$ cat src/rtl/microcode_pkg.sv
// Shared types and the default microcode image for the microcode sequencer.
// Conditional early exit is enabled by defining UCODE_COND_EXIT_EN.
package microcode_pkg;

  localparam int unsigned OPCODE_W_DEF = 4;
  localparam int unsigned STEP_W_DEF   = 3;
  localparam int unsigned CTRL_W_DEF   = 10;
  localparam logic [OPCODE_W_DEF-1:0] HALT_OP_DEF = 4'hF;

  localparam int unsigned UCODE_OPS    = 16;
  localparam int unsigned UCODE_STEPS  = 8;
  localparam int unsigned UCODE_DEPTH  = UCODE_OPS * UCODE_STEPS;
  localparam int unsigned UCODE_ADDR_W = 7;

  typedef enum logic [1:0] {
    COND_NONE  = 2'b00,
    COND_CARRY = 2'b01,
    COND_ZERO  = 2'b10,
    COND_RSVD  = 2'b11
  } cond_e;

  typedef enum logic [1:0] {
    ST_FETCH = 2'b00,
    ST_EXEC  = 2'b01,
    ST_HALT  = 2'b10
  } state_e;

  typedef struct packed {
    logic [CTRL_W_DEF-1:0] ctrl;
    logic                  end_step;
    cond_e                 cond;
    logic                  halt;
  } uword_t;

  function automatic uword_t mk_uword(logic [CTRL_W_DEF-1:0] ctrl, logic end_step,
                                      cond_e cond, logic halt);
    uword_t w;
    w.ctrl     = ctrl;
    w.end_step = end_step;
    w.cond     = cond;
    w.halt     = halt;
    return w;
  endfunction

  // Index is op*8 + step; unlisted entries are all-zero microwords.
  localparam uword_t UCODE_TABLE [UCODE_DEPTH] = '{
    0:       mk_uword(10'h0AA, 1'b0, COND_NONE,  1'b0),
    1:       mk_uword(10'h1AA, 1'b1, COND_NONE,  1'b0),
    24:      mk_uword(10'h092, 1'b0, COND_NONE,  1'b0),
    25:      mk_uword(10'h062, 1'b0, COND_CARRY, 1'b0),
    26:      mk_uword(10'h0AC, 1'b0, COND_NONE,  1'b0),
    27:      mk_uword(10'h0AE, 1'b1, COND_NONE,  1'b0),
    120:     mk_uword(10'h000, 1'b0, COND_NONE,  1'b1),
    default: '0
  };

endpackage

$ cat src/rtl/microcode_rom.sv
// Combinational microcode store indexed by {op, step}.
module microcode_rom
  import microcode_pkg::*;
#(
  parameter int unsigned OPCODE_W = OPCODE_W_DEF,
  parameter int unsigned STEP_W   = STEP_W_DEF,
  parameter logic [OPCODE_W-1:0] HALT_OP = OPCODE_W'(HALT_OP_DEF)
) (
  input  logic [OPCODE_W-1:0] op_i,
  input  logic [STEP_W-1:0]   step_i,
  output uword_t              uword_o
);

  logic [31:0] op_idx;
  logic [31:0] step_idx;

  assign op_idx   = 32'(op_i);
  assign step_idx = 32'(step_i);

  // Addresses outside the default image read as empty microwords.
  always_comb begin
    uword_o = '0;
    if ((op_idx < UCODE_OPS) && (step_idx < UCODE_STEPS)) begin
      uword_o = UCODE_TABLE[UCODE_ADDR_W'(op_idx * UCODE_STEPS + step_idx)];
    end
    if ((op_i == HALT_OP) && (step_i == '0)) begin
      uword_o.halt = 1'b1;
    end
  end

endmodule

$ cat src/rtl/microcode_sequencer.sv
// FETCH/EXEC/HALT microcode sequencer with back-to-back instruction issue.
// Define UCODE_COND_EXIT_EN to let the microword cond field end an instruction early.
module microcode_sequencer
  import microcode_pkg::*;
#(
  parameter int unsigned OPCODE_W = OPCODE_W_DEF,
  parameter int unsigned STEP_W   = STEP_W_DEF,
  parameter int unsigned CTRL_W   = CTRL_W_DEF,
  parameter logic [OPCODE_W-1:0] HALT_OP = OPCODE_W'(HALT_OP_DEF)
) (
  input  logic                clk,
  input  logic                rst_n,
  input  logic [OPCODE_W-1:0] opcode_i,
  input  logic                opcode_valid_i,
  input  logic [1:0]          flags_i,
  input  logic                stall_i,
  output logic [CTRL_W-1:0]   ctrl_o,
  output logic [STEP_W-1:0]   step_o,
  output logic                fetch_o,
  output logic                halted_o,
  output logic                ucode_err_o
);

  state_e               state_q, state_d;
  logic [OPCODE_W-1:0]  op_q, op_d;
  logic [STEP_W-1:0]    step_q, step_d;
  logic                 err_q, err_d;

  uword_t uw;
  logic   cond_hit;
  logic   overflow;
  logic   term;
  logic   exec_live;
  logic   accept;

  microcode_rom #(
    .OPCODE_W (OPCODE_W),
    .STEP_W   (STEP_W),
    .HALT_OP  (HALT_OP)
  ) u_rom (
    .op_i    (op_q),
    .step_i  (step_q),
    .uword_o (uw)
  );

`ifdef UCODE_COND_EXIT_EN
  always_comb begin
    cond_hit = 1'b0;
    case (uw.cond)
      COND_CARRY: cond_hit = flags_i[0];
      COND_ZERO:  cond_hit = flags_i[1];
      default:    cond_hit = 1'b0;
    endcase
  end
`else
  logic unused_cond;
  assign unused_cond = ^{flags_i, uw.cond};
  assign cond_hit    = 1'b0;
`endif

  // Step decode: flags only matter on an unstalled EXEC cycle.
  always_comb begin
    exec_live = (state_q == ST_EXEC) && !stall_i;
    overflow  = (step_q == '1);
    term      = uw.end_step || cond_hit || overflow;
    fetch_o   = ((state_q == ST_FETCH) && !stall_i) || (exec_live && !uw.halt && term);
    accept    = fetch_o && opcode_valid_i;
    ctrl_o    = (state_q == ST_EXEC) ? CTRL_W'(uw.ctrl) : '0;
  end

  assign step_o      = step_q;
  assign halted_o    = (state_q == ST_HALT);
  assign ucode_err_o = err_q;

  always_comb begin
    state_d = state_q;
    op_d    = op_q;
    step_d  = step_q;
    err_d   = err_q;
    case (state_q)
      ST_FETCH: begin
        if (accept) begin
          op_d    = opcode_i;
          step_d  = '0;
          state_d = ST_EXEC;
        end
      end
      ST_EXEC: begin
        if (exec_live) begin
          if (uw.halt) begin
            state_d = ST_HALT;
          end else if (term) begin
            // Running off the last step with no end/cond is a microcode bug.
            if (overflow && !uw.end_step && !cond_hit) begin
              err_d = 1'b1;
            end
            step_d = '0;
            if (accept) begin
              op_d = opcode_i;
            end else begin
              state_d = ST_FETCH;
            end
          end else begin
            step_d = step_q + STEP_W'(1);
          end
        end
      end
      ST_HALT: state_d = ST_HALT;
      default: state_d = ST_FETCH;
    endcase
  end

  always_ff @(posedge clk) begin
    if (!rst_n) begin
      state_q <= ST_FETCH;
      op_q    <= '0;
      step_q  <= '0;
      err_q   <= 1'b0;
    end else begin
      state_q <= state_d;
      op_q    <= op_d;
      step_q  <= step_d;
      err_q   <= err_d;
    end
  end

endmodule

$ cat config.mk
export PLATFORM = sky130hd
export DESIGN_NAME = microcode_sequencer
export DESIGN_NICKNAME = d
export VERILOG_FILES = /design/src/rtl/microcode_pkg.sv /design/src/rtl/microcode_rom.sv /design/src/rtl/microcode_sequencer.sv
export SDC_FILE = /design/constraint.sdc
export NUM_CORES = 1
export LEC_CHECK = 0
export ABC_AREA = 0
export CAP_MARGIN = 5
export CORE_MARGIN = 8
export CORE_UTILIZATION = 44
export CTS_CLUSTER_DIAMETER = 120
export CTS_CLUSTER_SIZE = 20
export DETAILED_ROUTE_END_ITERATION = 10
export GPL_TIMING_DRIVEN = 0
export PLACE_DENSITY = 0.9
export SYNTH_ARGS = -nofsm -noshare
export SYNTH_HDL_FRONTEND = slang
export SYNTH_SLANG_ARGS = --single-unit
$ cat constraint.sdc
create_clock -name clk -period 2.39 [get_ports clk]
set_clock_uncertainty 0.05 [all_clocks]
set_input_delay 0.478 -clock clk [delete_from_list [all_inputs] [get_ports clk]]
set_output_delay 0.478 -clock clk [all_outputs]
set_load 0.02 [all_outputs]
# == After elaboration in Yosys (flattened, before gate mapping) ==
# Memory sizes are Yosys's and may differ from the RTL's.
# Cells that the tools add are included.
# W data, S select, Z words.
# classes
n_mux,21
n_eq_ne,10
order_cmp,3
reduce_logical,20
addsub,2
n_bitwise,2
# ops
op,count
$mux W14,3
$mux W4,4
$mux W3,4
$reduce_and A4 Y1,3
$mux W10,1
$mux W2,5
$ge A8 B8 Y1 const B,1
$logic_and A1 B1 Y1,8
$ne A2 B2 Y1 const B,4
$not A7 Y8,1
$pmux W4 S2,1
$add A7 B3 Y7,1
$ne A3 B3 Y1 const B,2
$pmux W2 S3,1
$pmux W3 S2,1
$lt A4 B5 Y1 const B,1
$reduce_and A5 Y1,1
$eq A4 B4 Y1 const B,1
$lt A3 B4 Y1 const B,1
$add A3 B1 Y3 const B,1
$eq A3 B3 Y1 const B,1
$logic_not A1 Y1,3
$logic_not A3 Y1,1
$eq A2 B1 Y1 const B,1
6 further kinds,7
# totals
out_inout_bits,16
word_cells,63
ff_bits,10
inputBits,10
mem_count,1
rom_bits,1792
# mem_list
name,depth,width,read_ports,rd_clocked_by_memory_dff,write_ports,line_no,text
(name not given),128,14,1,0,0,microcode_rom.sv:24,uword_o = UCODE_TABLE[UCODE_ADDR_W'(op_idx * UCODE_STEPS + step_idx)];

# == Longest topological paths before layout ==
# Gate-level depths: netlist (run 1).
# logic_depth
depth_word,17
mapped_depth,6
ltp_nobuf,6

# == Hierarchy ==
# A second synthesis (run 1) with hierarchy kept.
# hier_totals
cells_unflattened,99
area_unflattened_um2,765.7
# by_module_without_submodules
module,n_inst,area_per_inst_um2,seq_area_each_um2,cells_per_inst
microcode_sequencer,1,574.3,200.2,67
microcode_rom,1,191.4,0.0,32

# == Worst setup path after synthesis (run 1) ==
# Ideal clock, no wire load.
# synth_timing
path_type,register -> output
startpoint,"register step_q[0], in the netlist step_o[0]"
endpoint,output port fetch_o
path_buffers,0
stages_incl_launch_ff,6
slack_ns,0.044
arrival_time_ns,1.818
required_time_ns,1.862
cell_sequence,dfxtp_1 > ha_1 > or4b_4 > a21boi_2 > o21ai_0 > a21oi_1
# synth_between
elab_chain_cells,11
word_cells_on_any_way,17
cone_classes,1 x add/sub; 1 x order compare; 1 x eq/ne; 4 x mux; 1 x bitwise; 8 x reduce/logical; 1 x memory
# synth_lines
element,line_no,text
start: declaration,microcode_sequencer.sv:26,"logic [STEP_W-1:0] step_q, step_d;"
start signal: assignment,microcode_sequencer.sv:122,step_q <= step_d;
$add A7 B3 Y7,microcode_rom.sv:24,
$not A7 Y8 (implied by the code),microcode_rom.sv:24,
$mem_v2 Z128 W14,--,
$mux W14 (implied by the code) (2 in a row),microcode_rom.sv:24,
$mux W14,microcode_rom.sv:23,if ((op_idx < UCODE_OPS) && (step_idx < UCODE_STEPS)) begin
$mux W1,microcode_rom.sv:26,if ((op_i == HALT_OP) && (step_i == '0)) begin
$logic_not A1 Y1,microcode_sequencer.sv:66,fetch_o = ((state_q == ST_FETCH) && !stall_i) || (exec_live && !uw.halt && term);
$logic_and A1 B1 Y1,microcode_sequencer.sv:66,
$logic_and A1 B1 Y1 (*),microcode_sequencer.sv:66,
$logic_or A1 B1 Y1 (*),microcode_sequencer.sv:66,
end: declaration,microcode_sequencer.sv:19,"output logic fetch_o,"
# Every way passes the cells marked *; elsewhere a longest branch is shown, timed or not. The select of a mux whose other input is x is not followed.

# == Worst setup path in the final report (run 1) ==
# layout_timing
startpoint,"register step_q[1], in the netlist step_o[1]"
endpoint,output port fetch_o
# The elaborated chain is that of the path after synthesis.

==> impl_metrics.toml, run 1 <==
[outcome]
outcome = "finished with violations"
violations = "setup timing"

[cells_and_area]
fin_util = 0.665
drive_gt1_frac = 0.252
fill_cells = 146
final_cell_mix = "nand2_1, buf_4, clkdlybuf4s50_1, dfxtp_1, ha_1"
num-nets-final = 145
antenna_cells = 0
layout_commonest_cell = "nand2_1"
area_growth_pct = 46.1

[power_and_ir_drop]
comb_power_share = 0.235
switching_share = 0.277
p_leak_uw = 0.000512
power.internal_uw = 311
switchingPower_uw = 119
ir_drop_mv = 0.395
p_seq_frac = 0.421
pwr-share-clk = 0.345
p_per_area_mw_per_mm2 = 388

[synthesis]
avgSynthCellArea_sq_um = 8.09
ys.warnings.count = 0
synth_cells = 94
synth_seq_cells = 10
seq_area_frac_synth = 0.263
syn_area_sq_um = 761
ys_types = 35

[worst_setup_path]
worstReg2RegStart = "step_o[1]"
max_stage_delay_ns = 0.49
worstPathArrival_ns = 1.91
start_kind = "flop"
crit_fanout = 4
rr_worst_depth = 7
crit_start = "step_o[1]"
worst-path-buf-inv = 2
worst-path-stages = 7
end_kind = "output port"
cp_slowest_cell = "or4b_4"
cp-endpoint = "fetch_o"
r2r-end = "step_o[0]"
r2r_setup_slack_ns = 0.37
crit_chain = "inv_4 > ha_4 > or4b_4 > a21boi_4 > o21ai_2 > a21oi_1 > buf_4"
crit_type = "reg2out"
cp_top_family = "simple AND/OR/NAND/NOR gates"
worstPathRequired_ns = 1.86

[timing]
slew_viol_final = 0
hold_viol = 0
rsz0062_at_grt = "yes"
final-setup-viol-count = 1
tightest_slew_ns = 0.514
max_freq_mhz = 410
whs_ns = 0.420
finalCritPeriodShare = 1.02
post-route-min-period_ns = 2.44
final.setup.worst_slack_ns = -0.0464
slew_headroom = 0.658

[global_routing]
first_global_vias = 754
grt_pass1_wl_um = 3340
grt_use_total = 0.126
grt_max_degree = 11
antenna_found_initial = 0
grt_overflow = 0

[routing]
wl_met1_um = 1040
first_iter_violations = 19
avgRoutedWirePerCell_um = 15.8
highest_layer = "met4"
wl_met2_um = 1090
routed-via-count = 825
wirelength_um = 2280
vias_per_cell = 5.73
drc_errors = 0
ant_nets = 0
wl_met3_um = 100
firstDrtPassIters = 5

[cts]
htreeDepth = 1
clkTransAtPathRegs_ns = 0.06
numCtsBuffers = 3
cts_root_buf = "clkbuf_4"
clock_latency_ns = 0.26
numClockSinks = 10
clock_path_buffers = 2
cts_tree = "built"

[placement]
gp_congestion = 0.819
dpl.hpwl_um = 1490
numPortBuffers = 20

[die]
row_count = 15
die_height_um = 57.6
io_pins = 26
coreArea_sq_mm = 0.00167
start_util = 0.455
die-area_sq_mm = 0.00332
die_w_um = 57.6

[worst_hold_path]
hold_path_class = "reg2reg"

[job]
drv_cap = 0
## synth_stat cells, drive strengths merged
library cell  instances  area share
nand2b                1      0.0082
nor3b                 1      0.0099
and3                  4       0.033
a311oi                1       0.020
o211a                 1       0.013
o22ai                 3       0.025
nand2                16       0.079
buf                   3       0.026
nor3                  1      0.0066
a31oi                 1       0.016
mux2i                 4       0.053
inv                   4       0.020
o311a                 1       0.013
dfxtp                10        0.26
nor4b                 2       0.023
nand3b                2       0.020
a21boi                2       0.025
or4b                  1       0.018
a21oi                 2       0.013
nor4                  1       0.016
o21a                  2       0.020
nand4                 1      0.0082
nor2                  5       0.025
conb                  1      0.0049
or3                   1      0.0082
ha                    7        0.12
nand3                 3       0.020
nor2b                 1      0.0082
clkbuf                2      0.0099
and4b                 1       0.013
and2                  4       0.033
o21ai                 4       0.026
or2                   1      0.0082
## cell families after synthesis
group           after synthesis  share of synthesized area
simple gates                 46                      0.337
compound gates               17                      0.171
flops                        10                      0.263
buf+inv                       9                     0.0559
fa+ha+maj                     7                      0.115
mux                           4                     0.0526
other cells                   1                    0.00493
## worst min-delay path by stage
stage,to,cells past startpoint,slack (ns),startpoint
3_3_place_gp,ucode_err_o,1,0.40,ucode_err_o
3_5_place_dp,ucode_err_o,1,0.41,ucode_err_o
2_1_floorplan,op_q[2],2,0.42,op_q[2]
5_1_grt,ucode_err_o,1,0.45,ucode_err_o
4_1_cts,ucode_err_o,1,0.42,ucode_err_o
6_report,ucode_err_o,1,0.42,ucode_err_o
## flip-flops by register name, indices dropped and copies added, names as in the netlist
signal / flops
op_q: 4
state_q: 2
step_o: 3
ucode_err_o: 1
## power groups by stage
| stage | Combinational (uW) | Sequential, uW | Clock [uW] |
|---|---|---|---|
| 2_1_floorplan | 55.7 | 183 | 0 |
| 3_3_place_gp | 88.8 | 184 | 0 |
| 3_5_place_dp | 91.2 | 185 | 0 |
| 4_1_cts | 93.8 | 182 | 155 |
| 5_1_grt | 109 | 182 | 162 |
| 6_report | 101 | 181 | 148 |
## stage by stage
step | std cells | TNS (ns) | power (uW) | instance area [sq um] | worst slack (ns)
after floorplan | 95 | 0 | 239 | 764 | 0.0435
after global placement | 132 | -0.382 | 273 | 986 | -0.361
after detailed placement | 132 | -0.566 | 276 | 986 | -0.415
after CTS | 138 | -0.127 | 431 | 1050 | -0.127
after global routing | 144 | -0.110 | 453 | 1110 | -0.110
final | 144 | -0.0464 | 431 | 1110 | -0.0464
## per-layer routing
| metal | up-vias | track usage |
|---|---|---|
| met3 | 5 | 0.0269 |
| met2 | 26 | 0.217 |
| met5 | - | 0 |
| li1 | 398 | - |
| met1 | 396 | 0.138 |
| met4 | 0 | 0.0750 |
## cell type report
type / instances / area, sq um / area share
plain buffers: 5 / 27.5 / 0.0248
inverters: 4 / 17.5 / 0.0158
repair buffers: 28 / 243 / 0.218
flip-flops and latches: 10 / 209 / 0.188
well taps: 17 / 21.3 / 0.0191
clock buffers: 4 / 36.3 / 0.0327
multi-input cells: 76 / 557 / 0.501
## timing repair
item	in CTS	in global routing
setup buffers	2	6
hold buffers	0	0
resized for setup	23	11
pin swaps	3	4
endpoints found under the setup margin	9	8
endpoints found under the hold margin	0	0
Note: power is estimated with default switching activity, not from simulation.
==> run 2, diff against run 1 <==
CTS_CLUSTER_SIZE = 16   (was 20)
PLACE_DENSITY = 0.78   (was 0.9)
==> impl_metrics.toml, run 2 (same netlist as run 1, synthesis figures left out) <==
[global_routing]
antenna_found_initial = 0
grt_pass1_wl_um = 2950
grt_use_total = 0.110
first_global_vias = 706
grt_overflow = 0
grt_max_degree = 11

[cells_and_area]
regMostFlops = "op_q"
largest_reg_flops = 4
num-nets-final = 141
final_cell_mix = "nand2_1, clkdlybuf4s50_1, buf_4, dfxtp_1, dlygate4sd2_1"
multi_input_area_sq_um = 551
area_growth_pct = 42.1
antenna_cells = 0
layout_commonest_cell = "nand2_1"
seqCellArea_sq_um = 209
drive_gt1_frac = 0.187
fill_cells = 148

[timing]
post-route-min-period_ns = 2.38
slew_viol_final = 0
whs_ns = 0.420
rsz0062_at_grt = "yes"
final-setup-viol-count = 0
finalCritPeriodShare = 0.997
hold_viol = 0
max_freq_mhz = 420
final.setup.worst_slack_ns = 0.00809

[routing]
first_iter_violations = 17
vias_per_cell = 5.30
wirelength_um = 1830
avgRoutedWirePerCell_um = 13.1
drc_errors = 0
firstDrtPassIters = 4
ant_nets = 0
routed-via-count = 742

[placement]
pre_cts_ws_ns = -0.386
numPortBuffers = 20
gp_congestion = 0.721
dpl.hpwl_um = 1400

[power_and_ir_drop]
p_per_area_mw_per_mm2 = 389
ir_drop_mv = 0.342
finalPower_uw = 420
p_leak_uw = 0.000497

[worst_setup_path]
end_kind = "output port"
worstPathRequired_ns = 1.86
start_kind = "flop"
rr_worst_depth = 7
cp-endpoint = "fetch_o"
crit_type = "reg2out"
cp_slowest_cell = "or4b_4"
r2r-end = "step_o[1]"
crit_start = "step_o[1]"
r2r_setup_slack_ns = 0.45
crit_fanout = 4
worstPathArrival_ns = 1.85
crit_chain = "inv_4 > ha_4 > or4b_4 > a21boi_4 > o21ai_1 > a21oi_1 > buf_4"
max_stage_delay_ns = 0.48
worstReg2RegStart = "step_o[1]"

[cts]
clock_latency_ns = 0.26
clock_path_buffers = 2
cts_tree = "built"
clkTransAtPathRegs_ns = 0.06
numClockSinks = 10
numCtsBuffers = 3
htreeDepth = 1
cts_root_buf = "clkbuf_4"

[die]
die_w_um = 57.6
die_height_um = 57.6
die-area_sq_mm = 0.00332
start_util = 0.455
coreArea_sq_mm = 0.00167
io_pins = 26
row_count = 15

[outcome]
outcome = "complete, no violations"

[job]
drv_cap = 0

[worst_hold_path]
hold_path_class = "reg2reg"
[run 2: cell count changes in the layout (fill, tap and decap cells not counted), sizes merged]
| cell | delta |
|---|---|
| dlygate4sd2 | +2 |
| buf | -4 |
| clkbuf | -2 |
[run 2: repair_timing]
item | CTS | global route
resized for setup | 19 | 7
endpoints found under the setup margin | 9 | 7
pin swaps | 2 | 3
buffers inserted | 0 | 4
cloned | 0 | 0
hold buffers | 0 | 0
[run 2: layer usage]
| layer | wire, um | track usage | vias up | part of all wire |
|---|---|---|---|---|
| met1 | 793 | 0.121 | 327 | 0.43 |
| met3 | 135 | 0.0381 | 4 | 0.074 |
| met4 | 21 | 0.0786 | 0 | 0.011 |
| met2 | 883 | 0.174 | 23 | 0.48 |
| met5 | 0 | 0 | - | 0 |
| li1 | - | - | 388 | - |
[run 2: worst min-delay path by stage]
stage                      from          end  slack, ns  cells after the start
finish              ucode_err_o  ucode_err_o       0.42                      1
CTS                 ucode_err_o  ucode_err_o       0.42                      1
global placement    ucode_err_o  ucode_err_o       0.40                      1
global route        ucode_err_o  ucode_err_o       0.45                      1
detailed placement  ucode_err_o  ucode_err_o       0.41                      1
floorplan               op_q[2]      op_q[2]       0.42                      2
[run 2: critical path: cells and delay by family, from the launching register on]
kind | cells | cell delay (ns)
simple gates | 1 | 0.48
buf+inv | 2 | 0.23
flops | 1 | 0.36
compound gates | 3 | 0.40
fa+ha+maj | 1 | 0.12
[run 2: report_power, final]
part           internal, uW  switching, uW  leakage [uW]
clock network          92.5           56.3     0.0000210
logic                  43.3           48.2      0.000393
registers               171           9.49     0.0000832
[run 2: final cells by class]
type / count / share of cell area
Buffer: 5 / 0.0255
Clock buffer: 4 / 0.0336
Inverter: 4 / 0.0162
Tap cell: 17 / 0.0197
Multi-Input combinational cell: 76 / 0.509
Sequential cell: 10 / 0.193
Timing Repair Buffer: 24 / 0.203
[run 2: per-stage QoR]
| stage | setup TNS [ns] | instance area (sq um) | util | std cells |
|---|---|---|---|---|
| 6_report | 0 | 1080 | 0.647 | 140 |
| 5_1_grt | -0.0707 | 1080 | 0.647 | 140 |
| 2_1_floorplan | 0 | 764 | - | 95 |
| 3_5_place_dp | -0.426 | 986 | 0.590 | 132 |
| 3_3_place_gp | -0.386 | 986 | 0.590 | 132 |
| 4_1_cts | -0.104 | 1030 | 0.616 | 136 |
